### src/rtl/calib_pkg.sv
// Shared types and default constants for the calibration sweep scheduler.
package calib_pkg;

    // Sweep sequencer states; the encoding is visible on scenario_state.
    typedef enum logic [2:0] {
        StIdle     = 3'd0,
        StArm      = 3'd1,
        StWaitDone = 3'd2,
        StGap      = 3'd3,
        StNext     = 3'd4,
        StFinish   = 3'd5
    } sched_state_t;

    localparam int unsigned CAL_TIMEOUT    = 4_000_000;
    localparam int unsigned CAL_GAP_CYCLES = 1000;

    // States in which a sweep is actively running and may be aborted.
    function automatic logic sweep_active(sched_state_t s);
        return (s == StArm) || (s == StWaitDone) || (s == StGap) || (s == StNext);
    endfunction

endpackage

### src/rtl/edge_detect_2ff.sv
// Two-sample history on an (possibly asynchronous) input; flags the 0->1 pattern.
module edge_detect_2ff (
    input  logic clock,
    input  logic reset_signal,
    input  logic din,
    output logic rise
);

    logic [1:0] hist_q;

    // Newest sample enters at bit 0, oldest sits at bit 1.
    always_ff @(posedge clock) begin
        if (!reset_signal) begin
            hist_q <= '0;
        end else begin
            hist_q <= {hist_q[0], din};
        end
    end

    assign rise = (hist_q == 2'b01);

endmodule

### src/rtl/calibration_sweep_scheduler.sv
// Sweeps the trigger-unit phase from start to stop, firing a fixed number of
// shots per phase, with per-shot timeout supervision and abort.
module calibration_sweep_scheduler
    import calib_pkg::*;
#(
    parameter int unsigned PHASE_W    = 16,
    parameter int unsigned SHOTS_W    = 8,
    parameter int unsigned TIMEOUT    = CAL_TIMEOUT,
    parameter int unsigned GAP_CYCLES = CAL_GAP_CYCLES
) (
    input  logic               clock,
    input  logic               reset_signal,
    input  logic               run,
    input  logic               abort,
    input  logic               trig_done,
    input  logic [PHASE_W-1:0] phase_start,
    input  logic [PHASE_W-1:0] phase_step,
    input  logic [PHASE_W-1:0] phase_stop,
    input  logic [SHOTS_W-1:0] shots_per_step,
    output logic               unit_start,
    output logic [PHASE_W-1:0] phase_shift,
    output logic               busy,
    output logic               done,
    output logic               timeout_err,
    output logic               aborted,
    output logic [PHASE_W-1:0] step_index,
    output logic [SHOTS_W-1:0] shot_index,
    output logic [2:0]         scenario_state
);

    // One counter serves both the shot timeout and the inter-shot gap.
    localparam int unsigned CntMax = (TIMEOUT > GAP_CYCLES) ? TIMEOUT : GAP_CYCLES;
    localparam int unsigned CntW   = $clog2(CntMax + 1);

    logic run_ev, abort_ev, trig_ev;

    edge_detect_2ff u_run_edge (
        .clock        (clock),
        .reset_signal (reset_signal),
        .din          (run),
        .rise         (run_ev)
    );

    edge_detect_2ff u_abort_edge (
        .clock        (clock),
        .reset_signal (reset_signal),
        .din          (abort),
        .rise         (abort_ev)
    );

    edge_detect_2ff u_trig_edge (
        .clock        (clock),
        .reset_signal (reset_signal),
        .din          (trig_done),
        .rise         (trig_ev)
    );

    sched_state_t       state_q;
    logic [PHASE_W-1:0] phase_q;
    logic [PHASE_W-1:0] step_idx_q;
    logic [SHOTS_W-1:0] shot_idx_q;
    logic               terr_q;
    logic               abrt_q;
    logic [CntW-1:0]    timer_q;
    // Shadow config. The start phase needs no shadow of its own: it is copied
    // straight into phase_q when the sweep is accepted.
    logic [PHASE_W-1:0] cfg_step_q;
    logic [PHASE_W-1:0] cfg_stop_q;
    logic [SHOTS_W-1:0] cfg_shots_q;

    logic [PHASE_W:0]   phase_nxt;
    logic [SHOTS_W:0]   shot_inc;
    logic               more_shots;
    logic               phase_done;
    logic               timeout_hit;
    logic               gap_last;

    // Next-phase arithmetic carries one extra bit so overflow ends the sweep
    // instead of wrapping back to a low phase.
    always_comb begin
        phase_nxt   = {1'b0, phase_q} + {1'b0, cfg_step_q};
        shot_inc    = {1'b0, shot_idx_q} + (SHOTS_W + 1)'(1);
        more_shots  = shot_inc < {1'b0, cfg_shots_q};
        phase_done  = phase_nxt[PHASE_W] || (cfg_step_q == '0) ||
                      (phase_nxt[PHASE_W-1:0] > cfg_stop_q);
        timeout_hit = (timer_q == CntW'(TIMEOUT - 1));
        gap_last    = (GAP_CYCLES == 0) || (timer_q == CntW'(GAP_CYCLES - 1));
    end

    // Sweep sequencer: state, phase, indices, sticky flags and shadow config.
    always_ff @(posedge clock) begin
        if (!reset_signal) begin
            state_q     <= StIdle;
            phase_q     <= '0;
            step_idx_q  <= '0;
            shot_idx_q  <= '0;
            terr_q      <= 1'b0;
            abrt_q      <= 1'b0;
            timer_q     <= '0;
            cfg_step_q  <= '0;
            cfg_stop_q  <= '0;
            cfg_shots_q <= '0;
        end else if (abort_ev && sweep_active(state_q)) begin
            // Abort outranks trig_done and timeout landing in the same cycle.
            abrt_q  <= 1'b1;
            state_q <= StFinish;
        end else begin
            case (state_q)
                StIdle: begin
                    if (run_ev) begin
                        cfg_step_q  <= phase_step;
                        cfg_stop_q  <= phase_stop;
                        cfg_shots_q <= shots_per_step;
                        terr_q      <= 1'b0;
                        abrt_q      <= 1'b0;
                        step_idx_q  <= '0;
                        shot_idx_q  <= '0;
                        if ((shots_per_step == '0) || (phase_start > phase_stop)) begin
                            state_q <= StFinish;
                        end else begin
                            phase_q <= phase_start;
                            state_q <= StArm;
                        end
                    end
                end
                StArm: begin
                    timer_q <= '0;
                    state_q <= StWaitDone;
                end
                StWaitDone: begin
                    if (trig_ev) begin
                        timer_q <= '0;
                        state_q <= StGap;
                    end else if (timeout_hit) begin
                        terr_q  <= 1'b1;
                        state_q <= StFinish;
                    end else begin
                        timer_q <= timer_q + CntW'(1);
                    end
                end
                StGap: begin
                    if (gap_last) begin
                        state_q <= StNext;
                    end else begin
                        timer_q <= timer_q + CntW'(1);
                    end
                end
                StNext: begin
                    if (more_shots) begin
                        shot_idx_q <= shot_inc[SHOTS_W-1:0];
                        state_q    <= StArm;
                    end else if (phase_done) begin
                        state_q <= StFinish;
                    end else begin
                        phase_q    <= phase_nxt[PHASE_W-1:0];
                        shot_idx_q <= '0;
                        step_idx_q <= step_idx_q + PHASE_W'(1);
                        state_q    <= StArm;
                    end
                end
                StFinish: begin
                    state_q <= StIdle;
                end
                default: begin
                    state_q <= StIdle;
                end
            endcase
        end
    end

    // Strobes and status decode purely from the registered state.
    assign unit_start     = (state_q == StArm);
    assign done           = (state_q == StFinish);
    assign busy           = (state_q != StIdle) && (state_q != StFinish);
    assign scenario_state = state_q;
    assign phase_shift    = phase_q;
    assign step_index     = step_idx_q;
    assign shot_index     = shot_idx_q;
    assign timeout_err    = terr_q;
    assign aborted        = abrt_q;

endmodule
### config.mk
export PLATFORM = sky130hd
export DESIGN_NAME = calibration_sweep_scheduler
export DESIGN_NICKNAME = d
export VERILOG_FILES = /design/src/rtl/calib_pkg.sv /design/src/rtl/edge_detect_2ff.sv /design/src/rtl/calibration_sweep_scheduler.sv
export SDC_FILE = /design/constraint.sdc
export NUM_CORES = 1
export LEC_CHECK = 0
export CORE_MARGIN = 2
export CORE_UTILIZATION = 55
export DETAILED_ROUTE_END_ITERATION = 6
export PLACE_DENSITY = 0.79
export SLEW_MARGIN = 20
export SYNTH_ARGS = -nofsm -noshare
export SYNTH_HDL_FRONTEND = slang
export SYNTH_SLANG_ARGS = --single-unit
export TNS_END_PERCENT = 5
### constraint.sdc
create_clock -name clock -period 5.55 [get_ports clock]
set_input_delay 1.11 -clock clock [delete_from_list [all_inputs] [get_ports clock]]
set_output_delay 1.11 -clock clock [all_outputs]
set_load 0.01 [all_outputs]
Yosys cells after proc, flatten, opt, wreduce, memory -nomap -nowiden
Index checks and enable logic that the tools add are counted.
Cells by class
  add/sub/neg operators: 4
  magnitude comparators: 3
  equal/unequal tests: 25
  muxes and demuxes: 32
  bitwise operators: 2
  reductions and logical operators: 27
Operator list (count)
  two-way mux 16 bit: 7
  two-way mux 22 bit: 3
  one-hot mux 22 bit (3 select lines): 1
  one-hot mux 16 bit (2 select lines): 2
  > comparator 16 bit: 2
  two-way mux 3 bit: 8
  two-way mux 8 bit: 3
  adder 22 x 1 -> 22 bit, second input constant: 1
  == test 22 x 10 -> 1 bit, second input constant: 1
  == test 22 bit, second input constant: 1
  adder 16 x 16 -> 17 bit: 1
  adder 16 x 1 -> 16 bit, second input constant: 1
  logical NOT 16 bit: 1
  inequality test 2 bit, second input constant: 8
  one-hot mux 8 bit (2 select lines): 1
  inequality test 3 bit, second input constant: 5
  one-hot mux 3 bit (5 select lines): 1
  AND reduction 5 bit: 2
  adder 8 x 1 -> 9 bit, second input constant: 1
  less-than comparator 9 x 8 -> 1 bit: 1
  AND reduction 3 bit: 3
  logical NOT 8 bit: 1
  AND reduction 4 bit: 2
  nonzero test 2 bit: 4
  other kinds (16): 32
Storage, ports and cells
  register bits: 113
  input bits: 61
  output and inout port bits: 48
  logic and storage cells: 107

Longest topological paths before layout
Gate-level depths: netlist of run 1.
  word-level depth: 7
  gate-level depth with buffers: 17
  gate-level depth less buffers: 16

Hierarchy
Synthesis of run 1 repeated with hierarchy kept, for this count alone.
Unflattened totals
  cell total of the unflattened synthesis: 888
  area total of the unflattened synthesis: 6994.2 um2
Modules (own cells, without submodules)
  calibration_sweep_scheduler: times used 1, cells each 873, area each 6795.3 um2, sequential area each 2142.1 um2
  edge_detect_2ff: times used 3, cells each 5, area each 66.3 um2, sequential area each 40.0 um2

Least setup slack after synthesis of run 1
OpenSTA, ideal clock, no wires.
  kind: reg-to-reg
  start: reg phase_q[0] (netlist: phase_shift[0])
  end: reg step_idx_q[8] (netlist: step_index[8])
  library setup time: 72 ps
  arrival: 4131 ps
  required time: 5478 ps
  slack: 1348 ps
  stages on the path, launching flop included: 17
  buffers on the path: 1
  period minus slack after synthesis: 4202 ps
  cell sequence: dfxtp_1 -> ha_1 -> fa_1 -> a211oi_2 -> o21ai_1 -> o221ai_2 -> a21oi_1 -> or3_1 -> and2_1 -> ha_1 -> nand4_1 -> or3_1 -> or2_0 -> a2111o_1 -> buf_2 -> a211oi_1 -> mux2i_1
On the way
  word-level cells in the longest chain between the ends: 5
  elaborated cells between the ends (all ways): 6
  those cells by class: add/sub (1); order compare (1); eq/ne (1); reduce/logical (3)
Ends and longest elaborated chain
  start, declared: RTL line calibration_sweep_scheduler.sv:59  | logic [PHASE_W-1:0] phase_q;
  start signal, assigned: RTL line calibration_sweep_scheduler.sv:121  | phase_q <= phase_start;
  start signal, assigned: RTL line calibration_sweep_scheduler.sv:155  | phase_q <= phase_nxt[PHASE_W-1:0];
  adder 16 x 16 -> 17 bit *: RTL line calibration_sweep_scheduler.sv:81  | phase_nxt = {1'b0, phase_q} + {1'b0, cfg_step_q};
  > comparator 16 bit / logical OR 1 bit (equally long branches): RTL line calibration_sweep_scheduler.sv:85, calibration_sweep_scheduler.sv:84
  logical OR 1 bit *: RTL line calibration_sweep_scheduler.sv:84  | phase_done = phase_nxt[PHASE_W] || (cfg_step_q == '0) ||
  inequality test 2 bit (no line) *
  AND reduction 5 bit (no line) *
  end signal, assigned: RTL line calibration_sweep_scheduler.sv:157  | step_idx_q <= step_idx_q + PHASE_W'(1);
  end, declared: RTL line calibration_sweep_scheduler.sv:60  | logic [PHASE_W-1:0] step_idx_q;
Mark *: on every way between the ends. The rest lies on a longest branch, timed or not.
A chain may end at the register's enable or synchronous reset.

Final worst setup path of run 1
  start: reg phase_q[0] (netlist: phase_shift[0])
  end: reg step_idx_q[9] (netlist: step_index[9])
Same word-level chain as after synthesis.

==> run metrics, run 1 <==
result of the run=completed; top flip-flop cell by instance count after synthesis=sky130_fd_sc_hd__dfxtp_1; critical path data required time=5.90 ns; RSZ-0062 raised after global routing=no; standard-cell rows=41; Die Height=117 um; max-cap check violation count=0; root buf cell=sky130_fd_sc_hd__clkbuf_16; total internal power=2.51 mW; multiplexer share of the synthesized area=2.12%; combinational family with the most area after synthesis=simple AND/OR/NAND/NOR gates; Die X-Extent=117 um; FF-to-FF End=step_index[9]; number of distinct library cell variants in the gate-level netlist after synthesis=73; ordered list of cells on the worst path=ha_1 > fa_1 > a211oi_2 > o21ai_1 > o221ai_2 > a21oi_1 > or3_1 > and2_1 > ha_1 > nand4_1 > or3_1 > or2_0 > a2111o_1 > a2111oi_2 > mux2i_1; HPWL Detailed=14.0 mm; Hold-fix buffers, CTS=0; area fraction in compound gates after synthesis=21.2%; final worst clock skew=0.0120 ns; detailed-router iteration count before antenna repair=5; area of all placed cells without fillers=8810 um^2; starting density of the core=56.1%; Simple-Gate Fraction of Synth Area=25.1%; sequential share of power=26.7%; critical path startpoint category=register; crit path from=phase_shift[0]; post-route total power=4.42 mW; number of flip-flops and latches in the synthesized netlist=113; async set or reset register ratio after synthesis=0%; net count of the finished layout=1114; number of global-route vias before repair=6261; post-route antenna net violation count=0; fraction of final layout cells with drive strength greater than 1=7.46%; Final Slew Violations=0; CTS-repair resized insts=0; leakage power summed over all cells=3.36 nW; iteration-0 DRC count of the detailed router=704; PD cells=502 nW/um^2; final weighted congestion in routability-driven placement=0.939; slack of the worst reg-to-reg path=0.77 ns; total grt overflow=0; number of hold violations in the final report=0; fmax=209 MHz; Total Wirelength=19.3 mm; Tmin final=4.78 ns; largest fanout on the critical path=22; vias after detailed routing=6837; Die Outline Area=13800 um^2; logic depth of the worst path, buffers included=15; initial antenna violation count=0; beginning of the worst register-to-register path=phase_shift[0]; area share of xor/xnor cells in the synthesized design=3.59%; area share of the largest cell type after synthesis=31.9%; number of synthesized flops with an enable pin=0; Total Negative Setup Slacks=0 ns; number of remaining DRC errors=0; maximum single-stage delay on the critical path=0.69 ns; Post-Syn Instances=899; setup bufs post-CTS=0; Final Setup Violations=0; Mapped Avg Cell Area=7.88 um^2; utilization after layout=69.8%; number of ports placed on the die boundary=109; count of yosys warnings during synthesis=0; area growth from synthesis to layout=24.4%; period utilisation layout=86.1%; number of buffers created by CTS=17; Arrival @ worst endpoint=5.13 ns; tightest slew margin relative to the limit=37.4%; switching component of the power=1.91 mW; Syn Nets=1019; adder-cell share of the synthesized area=10.5%; most common cell in the synthesized netlist=sky130_fd_sc_hd__nand2_1; critical path start-end classification=reg2reg; clock-pin slew of the registers on the worst-case setup and hold paths=0.06 ns; part of the power in combinational logic=50.4%; number of vias per cell after detailed routing=5.81; CP max-delay cell=sky130_fd_sc_hd__a2111o_1; placeable core region=12600 um^2; antenna diode instance count=0; largest net degree at the start of global routing=64; Buf+Inv Stages, Crit Path=0; clock network fraction of total power=22.9%; worst setup path end=step_index[9]; CTS tree=built; worst supply voltage drop on vdd=0.283 mV; DR WL/cell=16.4 um; quantity of I/O buffers inserted on ports=108; GRT Resource Usage Total=28.2%; top cells by instance count after synthesis=157 x sky130_fd_sc_hd__nand2_1, 113 x sky130_fd_sc_hd__dfxtp_1, 104 x sky130_fd_sc_hd__a21oi_1; portion of the post-synthesis area used by sequential elements=31.9%; global-route wire length before repair=31.7 mm; Sw Ratio=43.3%; cell types with the largest area share after synthesis=sky130_fd_sc_hd__dfxtp_1 32%, sky130_fd_sc_hd__ha_1 10%, sky130_fd_sc_hd__nand2_1 8.3%; clk buf depth=2; cell family with the largest share of critical-path delay=compound AO/OA/AOI/OAI gates; worst-margin pin slew=0.935 ns; largest area contributor in the netlist=sky130_fd_sc_hd__dfxtp_1; H-tree depth reported by CTS=4; path depth of the worst reg2reg path=15; worst min path class=reg2reg; Clock Sinks=113; area after detailed placement=8270 um^2; CP Capture Type=register; post-synthesis cell area=7080 um^2; source-to-sink clock delay at the later pin of the worst-skew pair=0.42 ns
==> metrics by stage <==
stage	hold slack, ns	setup WS (ns)	cells
2_1_floorplan	0.421	1.35	899
3_3_place_gp	0.425	0.935	1147
3_5_place_dp	0.437	0.830	1147
4_1_cts	0.445	0.805	1177
5_1_grt	0.451	0.502	1177
6_report	0.444	0.772	1177
==> state kept, by name, indices dropped and copies added (netlist names) <==
name                 flops
scenario_state           3
cfg_shots_q              8
timer_q                 22
u_trig_edge.hist_q       2
cfg_step_q              16
step_index              16
phase_shift             16
aborted                  1
shot_index               8
cfg_stop_q              16
u_run_edge.hist_q        2
timeout_err              1
u_abort_edge.hist_q      2
==> power groups by stage <==
stage | combinational (mW) | sequential (mW) | clock (mW)
5_1_grt | 2.47 | 1.20 | 1.06
2_1_floorplan | 1.58 | 1.14 | 0
3_3_place_gp | 2.17 | 1.18 | 0
4_1_cts | 2.20 | 1.18 | 1.01
3_5_place_dp | 2.19 | 1.19 | 0
6_report | 2.23 | 1.18 | 1.01
==> worst min-delay path by stage <==
stage,end,depth (start not counted),slack (ns),from
detailed placement,u_abort_edge.hist_q[1],1,0.44,u_abort_edge.hist_q[0]
global placement,u_abort_edge.hist_q[1],1,0.43,u_abort_edge.hist_q[0]
floorplan,u_abort_edge.hist_q[1],1,0.42,u_abort_edge.hist_q[0]
global route,u_abort_edge.hist_q[1],1,0.45,u_abort_edge.hist_q[0]
CTS,u_abort_edge.hist_q[1],1,0.44,u_abort_edge.hist_q[0]
finish,u_abort_edge.hist_q[1],1,0.44,u_abort_edge.hist_q[0]
==> worst register-to-register path, delay by kind of cell, from the launching register on <==
family	cells	cell delay, ns
compound gates	6	1.91
simple gates	5	1.31
fa+ha+maj	3	0.94
flops	1	0.33
mux	1	0.22
==> cell usage in the layout, fill, tap and decap left out, types with 4 or more instances in the layout <==
cell                              count
sky130_fd_sc_hd__o2111ai_1            4
sky130_fd_sc_hd__ha_1                58
sky130_fd_sc_hd__buf_4                6
sky130_fd_sc_hd__a211oi_2             5
sky130_fd_sc_hd__a21oi_1            104
sky130_fd_sc_hd__a2111o_1             5
sky130_fd_sc_hd__and3_1               4
sky130_fd_sc_hd__and2_1              14
sky130_fd_sc_hd__inv_1               56
sky130_fd_sc_hd__nor2_1              52
sky130_fd_sc_hd__nor3_1               9
sky130_fd_sc_hd__o21ai_0             28
sky130_fd_sc_hd__dfxtp_1            113
sky130_fd_sc_hd__a311oi_2             6
sky130_fd_sc_hd__or2_2               10
sky130_fd_sc_hd__o211ai_1             9
sky130_fd_sc_hd__o22ai_1              4
sky130_fd_sc_hd__or4_1                4
sky130_fd_sc_hd__a21boi_0             4
sky130_fd_sc_hd__nand2_1            157
sky130_fd_sc_hd__xor2_1              18
sky130_fd_sc_hd__o31ai_1              4
sky130_fd_sc_hd__nor2b_1             10
sky130_fd_sc_hd__nand4_1             19
sky130_fd_sc_hd__xnor2_1             11
sky130_fd_sc_hd__or3_1               11
sky130_fd_sc_hd__nand2b_1             4
sky130_fd_sc_hd__nor4_1              13
sky130_fd_sc_hd__mux2i_1             15
sky130_fd_sc_hd__clkbuf_1             5
sky130_fd_sc_hd__clkdlybuf4s50_1    108
sky130_fd_sc_hd__a311oi_1             4
sky130_fd_sc_hd__a21o_1               5
sky130_fd_sc_hd__clkbuf_16           17
sky130_fd_sc_hd__nand3_1             31
sky130_fd_sc_hd__a211oi_1             4
sky130_fd_sc_hd__o21a_1               4
==> cells by family (layout without fill, tap and decap cells) <==
kind of cell | after synthesis | count (layout)
and+or+nand+nor | 363 | 363
adders and majority gates | 59 | 59
buffers and inverters | 96 | 202
xor gates and xnor gates | 29 | 29
AOI/OAI and AO/OA | 224 | 224
muxes | 15 | 15
DFF | 113 | 113
==> routing by layer <==
layer | up-vias | routed length, um | track usage [%] | share of wire (%)
li1 | 3392 | - | - | -
met3 | 39 | 1380 | 7.17 | 7.1
met1 | 3161 | 9040 | 38.9 | 47
met5 | - | 0 | 0 | 0
met4 | 0 | 433 | 9.34 | 2.2
met2 | 245 | 8490 | 43.0 | 44
==> area by class of cell <==
cell class | instances | area [um^2]
well taps | 172 | 215
fillers | 1073 | 3810
clock inverters | 5 | 55.1
multi-input cells | 690 | 4450
inverters | 58 | 218
repair buffers | 114 | 1130
flip-flops and latches | 113 | 2260
clock buffers | 25 | 485
(Power assumes the default switching activity.)
==> inputs of run 2 (changes only) <==
--- a/config.mk
+++ b/config.mk
@@ -8,6 +8,7 @@
 export CORE_MARGIN = 2
 export CORE_UTILIZATION = 55
 export DETAILED_ROUTE_END_ITERATION = 6
+export GPL_ROUTABILITY_DRIVEN = 0
 export PLACE_DENSITY = 0.79
 export SLEW_MARGIN = 20
 export SYNTH_ARGS = -nofsm -noshare
==> constraint.sdc (replaced) <==
create_clock -name clock -period 5.55 [get_ports clock]
set_input_delay 1.3875 -clock clock [delete_from_list [all_inputs] [get_ports clock]]
set_output_delay 1.3875 -clock clock [all_outputs]
set_load 0.01 [all_outputs]
==> run metrics, run 2 (synthesis results as in run 1) <==
result of the run=completed; number of global-route vias before repair=6385; final worst clock skew=0.00524 ns; post-route antenna net violation count=0; number of remaining DRC errors=0; GRT Resource Usage Total=28.3%; CTS tree=built; H-tree depth reported by CTS=4; critical path start-end classification=reg2reg; number of ports placed on the die boundary=109; root buf cell=sky130_fd_sc_hd__clkbuf_16; setup bufs post-CTS=0; critical path startpoint category=register; number of flip-flops in the largest register=22; starting density of the core=56.1%; vias after detailed routing=6837; beginning of the worst register-to-register path=phase_shift[0]; clock-pin slew of the registers on the worst-case setup and hold paths=0.05 ns; global-route wire length before repair=31.7 mm; area of all placed cells without fillers=8870 um^2; Clock Sinks=113; area growth from synthesis to layout=25.3%; Total Wirelength=19.3 mm; area after detailed placement=8270 um^2; most frequent cells in the layout=157 x sky130_fd_sc_hd__nand2_1, 113 x sky130_fd_sc_hd__dfxtp_1, 108 x sky130_fd_sc_hd__clkdlybuf4s50_1; iteration-0 DRC count of the detailed router=685; Final Slew Violations=0; antenna diode instance count=0; total grt overflow=0; fraction of final layout cells with drive strength greater than 1=8.04%; number of buffers created by CTS=17; endpoint of the worst hold path=u_abort_edge.hist_q[1]; DR WL/cell=16.3 um; Total Negative Setup Slacks=0 ns; standard-cell rows=41; clk buf depth=2; worst-margin pin slew=0.938 ns; Hold-fix buffers, CTS=0; net count of the finished layout=1114; number of hold violations in the final report=0; largest net degree at the start of global routing=62; max-cap check violation count=0; Die Height=117 um; source-to-sink clock delay at the later pin of the worst-skew pair=0.42 ns; fmax=213 MHz; Tmin final=4.71 ns; CP Capture Type=register; critical path data required time=5.90 ns; Min-Delay Startpoint=u_abort_edge.hist_q[0]; Die Outline Area=13800 um^2; CTS-repair resized insts=0; RSZ-0062 raised after global routing=no; slack of the worst reg-to-reg path=0.84 ns; largest fanout on the critical path=22; number of vias per cell after detailed routing=5.80; smallest hold slack=0.446 ns; Die X-Extent=117 um; most common cell after layout, fill and taps aside=sky130_fd_sc_hd__nand2_1; detailed-router iteration count before antenna repair=6; PD cells=508 nW/um^2; Arrival @ worst endpoint=5.06 ns; path depth of the worst reg2reg path=15; HPWL Detailed=13.8 mm; tightest slew margin relative to the limit=37.3%; register with the most flip-flops=timer_q; Final Setup Violations=0; period utilisation layout=84.8%; FF-to-FF End=step_index[9]; worst min path class=reg2reg; leakage power summed over all cells=3.39 nW; worst supply voltage drop on vdd=0.297 mV; quantity of I/O buffers inserted on ports=108; initial antenna violation count=0; Hold Path Depth=1; placeable core region=12600 um^2
run 2: worst max-delay path by stage:
stage	depth (start not counted)	start	to	slack, ns
finish	15	phase_shift[0]	step_index[9]	0.84
global route	15	cfg_step_q[1]	step_index[9]	0.51
CTS	15	phase_shift[0]	step_index[9]	0.83
detailed placement	15	phase_shift[0]	step_index[9]	0.84
global placement	15	phase_shift[0]	step_index[9]	0.96
floorplan	16	phase_shift[0]	step_index[8]	1.35
run 2: cell type report:
class                   instances  area, um^2
clock buffers                  23         498
clock inverters                 9         104
fillers                      1069        3750
inverters                      58         218
multi-input cells             690        4450
flip-flops and latches        113        2260
well taps                     172         215
repair buffers                114        1130
run 2: metrics by stage:
stage          cells  util, %  setup WS (ns)  total power [mW]
6_report        1179     70.3          0.845              4.50
5_1_grt         1179     70.3          0.512              4.82
4_1_cts         1179     70.3          0.831              4.49
3_3_place_gp    1147     65.5          0.964              3.33
3_5_place_dp    1147     65.5          0.845              3.36
2_1_floorplan    899        -           1.35              2.72
run 2: routing by layer:
layer | up-vias | GRT usage, % | wire [um]
met5 | - | 0 | 0
met4 | 0 | 9.34 | 360
met3 | 31 | 7.17 | 1410
met2 | 237 | 44.2 | 8610
met1 | 3166 | 38.2 | 8880
li1 | 3403 | - | -
run 2: power breakdown:
group,internal [mW],switching [mW],total (mW)
clock,0.717,0.389,1.11
combinational,0.866,1.35,2.22
sequential,0.996,0.182,1.18
total,2.58,1.92,4.50
run 2: worst max-delay path, stage by stage (launching register included):
cell	delay [ns]
sky130_fd_sc_hd__dfxtp_1	0.33
sky130_fd_sc_hd__ha_1	0.24
sky130_fd_sc_hd__fa_1	0.43
sky130_fd_sc_hd__a211oi_2	0.23
sky130_fd_sc_hd__o21ai_1	0.15
sky130_fd_sc_hd__o221ai_2	0.22
sky130_fd_sc_hd__a21oi_1	0.11
sky130_fd_sc_hd__or3_1	0.34
sky130_fd_sc_hd__and2_1	0.17
sky130_fd_sc_hd__ha_1	0.26
sky130_fd_sc_hd__nand4_1	0.15
sky130_fd_sc_hd__or3_1	0.37
sky130_fd_sc_hd__or2_0	0.23
sky130_fd_sc_hd__a2111o_1	0.70
sky130_fd_sc_hd__a2111oi_2	0.49
sky130_fd_sc_hd__mux2i_1	0.21
==> inputs of run 3 (changes only) <==
==> constraint.sdc (replaced) <==
create_clock -name clock -period 4.5 [get_ports clock]
set_input_delay 1.125 -clock clock [delete_from_list [all_inputs] [get_ports clock]]
set_output_delay 1.125 -clock clock [all_outputs]
set_load 0.01 [all_outputs]
==> run metrics, run 3 (synthesis results as in run 1) <==
H-tree depth reported by CTS=4; number of hold violations in the final report=0; number of vias per cell after detailed routing=5.83; critical path data required time=4.85 ns; iteration-0 DRC count of the detailed router=639; Tmin final=4.34 ns; number of flip-flops in the largest register=22; GRT Resource Usage Total=28.6%; standard-cell rows=41; number of global-route vias before repair=6283; FF-to-FF End=step_index[1]; HPWL Detailed=14.3 mm; fraction of final layout cells with drive strength greater than 1=9.25%; Setup Slack @ Placement=0.0145 ns; Hold-fix buffers, CTS=0; path depth of the worst reg2reg path=16; register with the most flip-flops=timer_q; worst min path class=reg2reg; post-route antenna net violation count=0; detailed-router iteration count before antenna repair=5; PD cells=619 nW/um^2; number of ports placed on the die boundary=109; Die Outline Area=13800 um^2; utilization after layout=70.6%; largest net degree at the start of global routing=61; slack of the worst reg-to-reg path=0.16 ns; quantity of I/O buffers inserted on ports=108; result of the run=completed; beginning of the worst register-to-register path=phase_shift[0]; starting density of the core=56.1%; Clock Sinks=113; root buf cell=sky130_fd_sc_hd__clkbuf_16; leakage power summed over all cells=3.39 nW; worst-margin pin slew=0.980 ns; max-cap check violation count=0; CTS tree=built; final worst setup slack=0.160 ns; source-to-sink clock delay at the later pin of the worst-skew pair=0.42 ns; Die Height=117 um; Final Setup Violations=0; net count of the finished layout=1124; critical path startpoint category=register; number of buffers created by CTS=17; final worst clock skew=0.0114 ns; number of filler cells placed in the layout=1067; fmax=230 MHz; post-route total power=5.51 mW; initial antenna violation count=0; Min-Delay Startpoint=cfg_stop_q[7]; endpoint of the worst hold path=cfg_stop_q[7]; DR WL/cell=16.5 um; antenna diode instance count=0; critical path start-end classification=reg2reg; Arrival @ worst endpoint=4.69 ns; Hold Path Depth=2; clk buf depth=2; Die X-Extent=117 um; most frequent cells in the layout=157 x sky130_fd_sc_hd__nand2_1, 113 x sky130_fd_sc_hd__dfxtp_1, 108 x sky130_fd_sc_hd__clkdlybuf4s50_1; total grt overflow=0; worst supply voltage drop on vdd=0.317 mV; period utilisation layout=96.4%; vias after detailed routing=6930; Total Wirelength=19.6 mm; placeable core region=12600 um^2; CP Capture Type=register; most common cell after layout, fill and taps aside=sky130_fd_sc_hd__nand2_1; clock-pin slew of the registers on the worst-case setup and hold paths=0.05 ns; largest fanout on the critical path=11; global-route wire length before repair=31.8 mm; number of remaining DRC errors=0; Final Slew Violations=0; area growth from synthesis to layout=25.8%; tightest slew margin relative to the limit=34.4%
==> run 3: changes by cell type in the layout (fill, tap and decap cells not counted), moves of 2 or more <==
cell and change:
sky130_fd_sc_hd__buf_4 +9, sky130_fd_sc_hd__clkbuf_1 +5, sky130_fd_sc_hd__clkbuf_8 -4, sky130_fd_sc_hd__ha_1 -3, sky130_fd_sc_hd__bufinv_16 -2, sky130_fd_sc_hd__clkinv_2 +2, sky130_fd_sc_hd__ha_4 +2
==> run 3: final cells by class <==
class / count / area, um^2 / share of cell area (%)
Tap cell: 172 / 215 / 2.42
Inverter: 58 / 218 / 2.44
Sequential cell: 113 / 2260 / 25.4
Clock inverter: 7 / 37.5 / 0.421
Clock buffer: 24 / 462 / 5.18
Timing Repair Buffer: 124 / 1200 / 13.5
Multi-Input combinational cell: 690 / 4510 / 50.6
==> run 3: stage by stage <==
stage | hold slack (ns) | TNS (ns) | cells | instance area [um^2]
2_1_floorplan | 0.421 | 0 | 899 | 7080
3_3_place_gp | 0.427 | 0 | 1154 | 8320
3_5_place_dp | 0.444 | 0 | 1154 | 8320
4_1_cts | 0.455 | 0 | 1185 | 8820
5_1_grt | 0.472 | -0.000437 | 1188 | 8910
6_report | 0.452 | 0 | 1188 | 8910
==> run 3: report_power, final <==
group	internal (mW)	leakage (nW)	switching [mW]
registers	1.23	0.921	0.229
clock network	0.705	0.247	0.446
logic	1.17	2.22	1.73
==> run 3: worst max path at each step <==
stage	from	end	slack [ns]	depth (start not counted)
2_1_floorplan	phase_shift[0]	step_index[8]	0.30	16
3_3_place_gp	phase_shift[0]	step_index[4]	0.11	16
3_5_place_dp	phase_shift[0]	step_index[1]	0.01	16
4_1_cts	phase_shift[0]	step_index[1]	0.03	16
5_1_grt	phase_shift[2]	step_index[1]	-0.0004	16
6_report	phase_shift[0]	step_index[1]	0.16	16
==> run 3: what timing repair did <==
item | 4_1_cts | 5_1_grt
buffers inserted | 0 | 3
setup endpoints to repair | 1 | 40
pin swaps | 1 | 3
resized for setup | 0 | 12
==> run 3: critical path, stage by stage (launching register included) <==
cell and delay (ns):
sky130_fd_sc_hd__dfxtp_1 0.33, sky130_fd_sc_hd__ha_2 0.21, sky130_fd_sc_hd__fa_2 0.37, sky130_fd_sc_hd__a211oi_2 0.25
sky130_fd_sc_hd__o21ai_2 0.11, sky130_fd_sc_hd__o221ai_2 0.22, sky130_fd_sc_hd__a21oi_1 0.11, sky130_fd_sc_hd__or3_1 0.33
sky130_fd_sc_hd__and2_1 0.17, sky130_fd_sc_hd__ha_1 0.26, sky130_fd_sc_hd__nand4_1 0.11, sky130_fd_sc_hd__or3_1 0.38
sky130_fd_sc_hd__or2_0 0.23, sky130_fd_sc_hd__a2111o_1 0.51, sky130_fd_sc_hd__buf_6 0.18, sky130_fd_sc_hd__or3_1 0.33
sky130_fd_sc_hd__a21oi_2 0.15
==> run 3: per-layer routing <==
layer	GRT usage [%]	up-vias	wire length (um)
met1	39.4	3223	8920
met5	0	-	0
met4	9.41	0	493
met3	6.30	46	1350
li1	-	3406	-
met2	44.6	255	8880
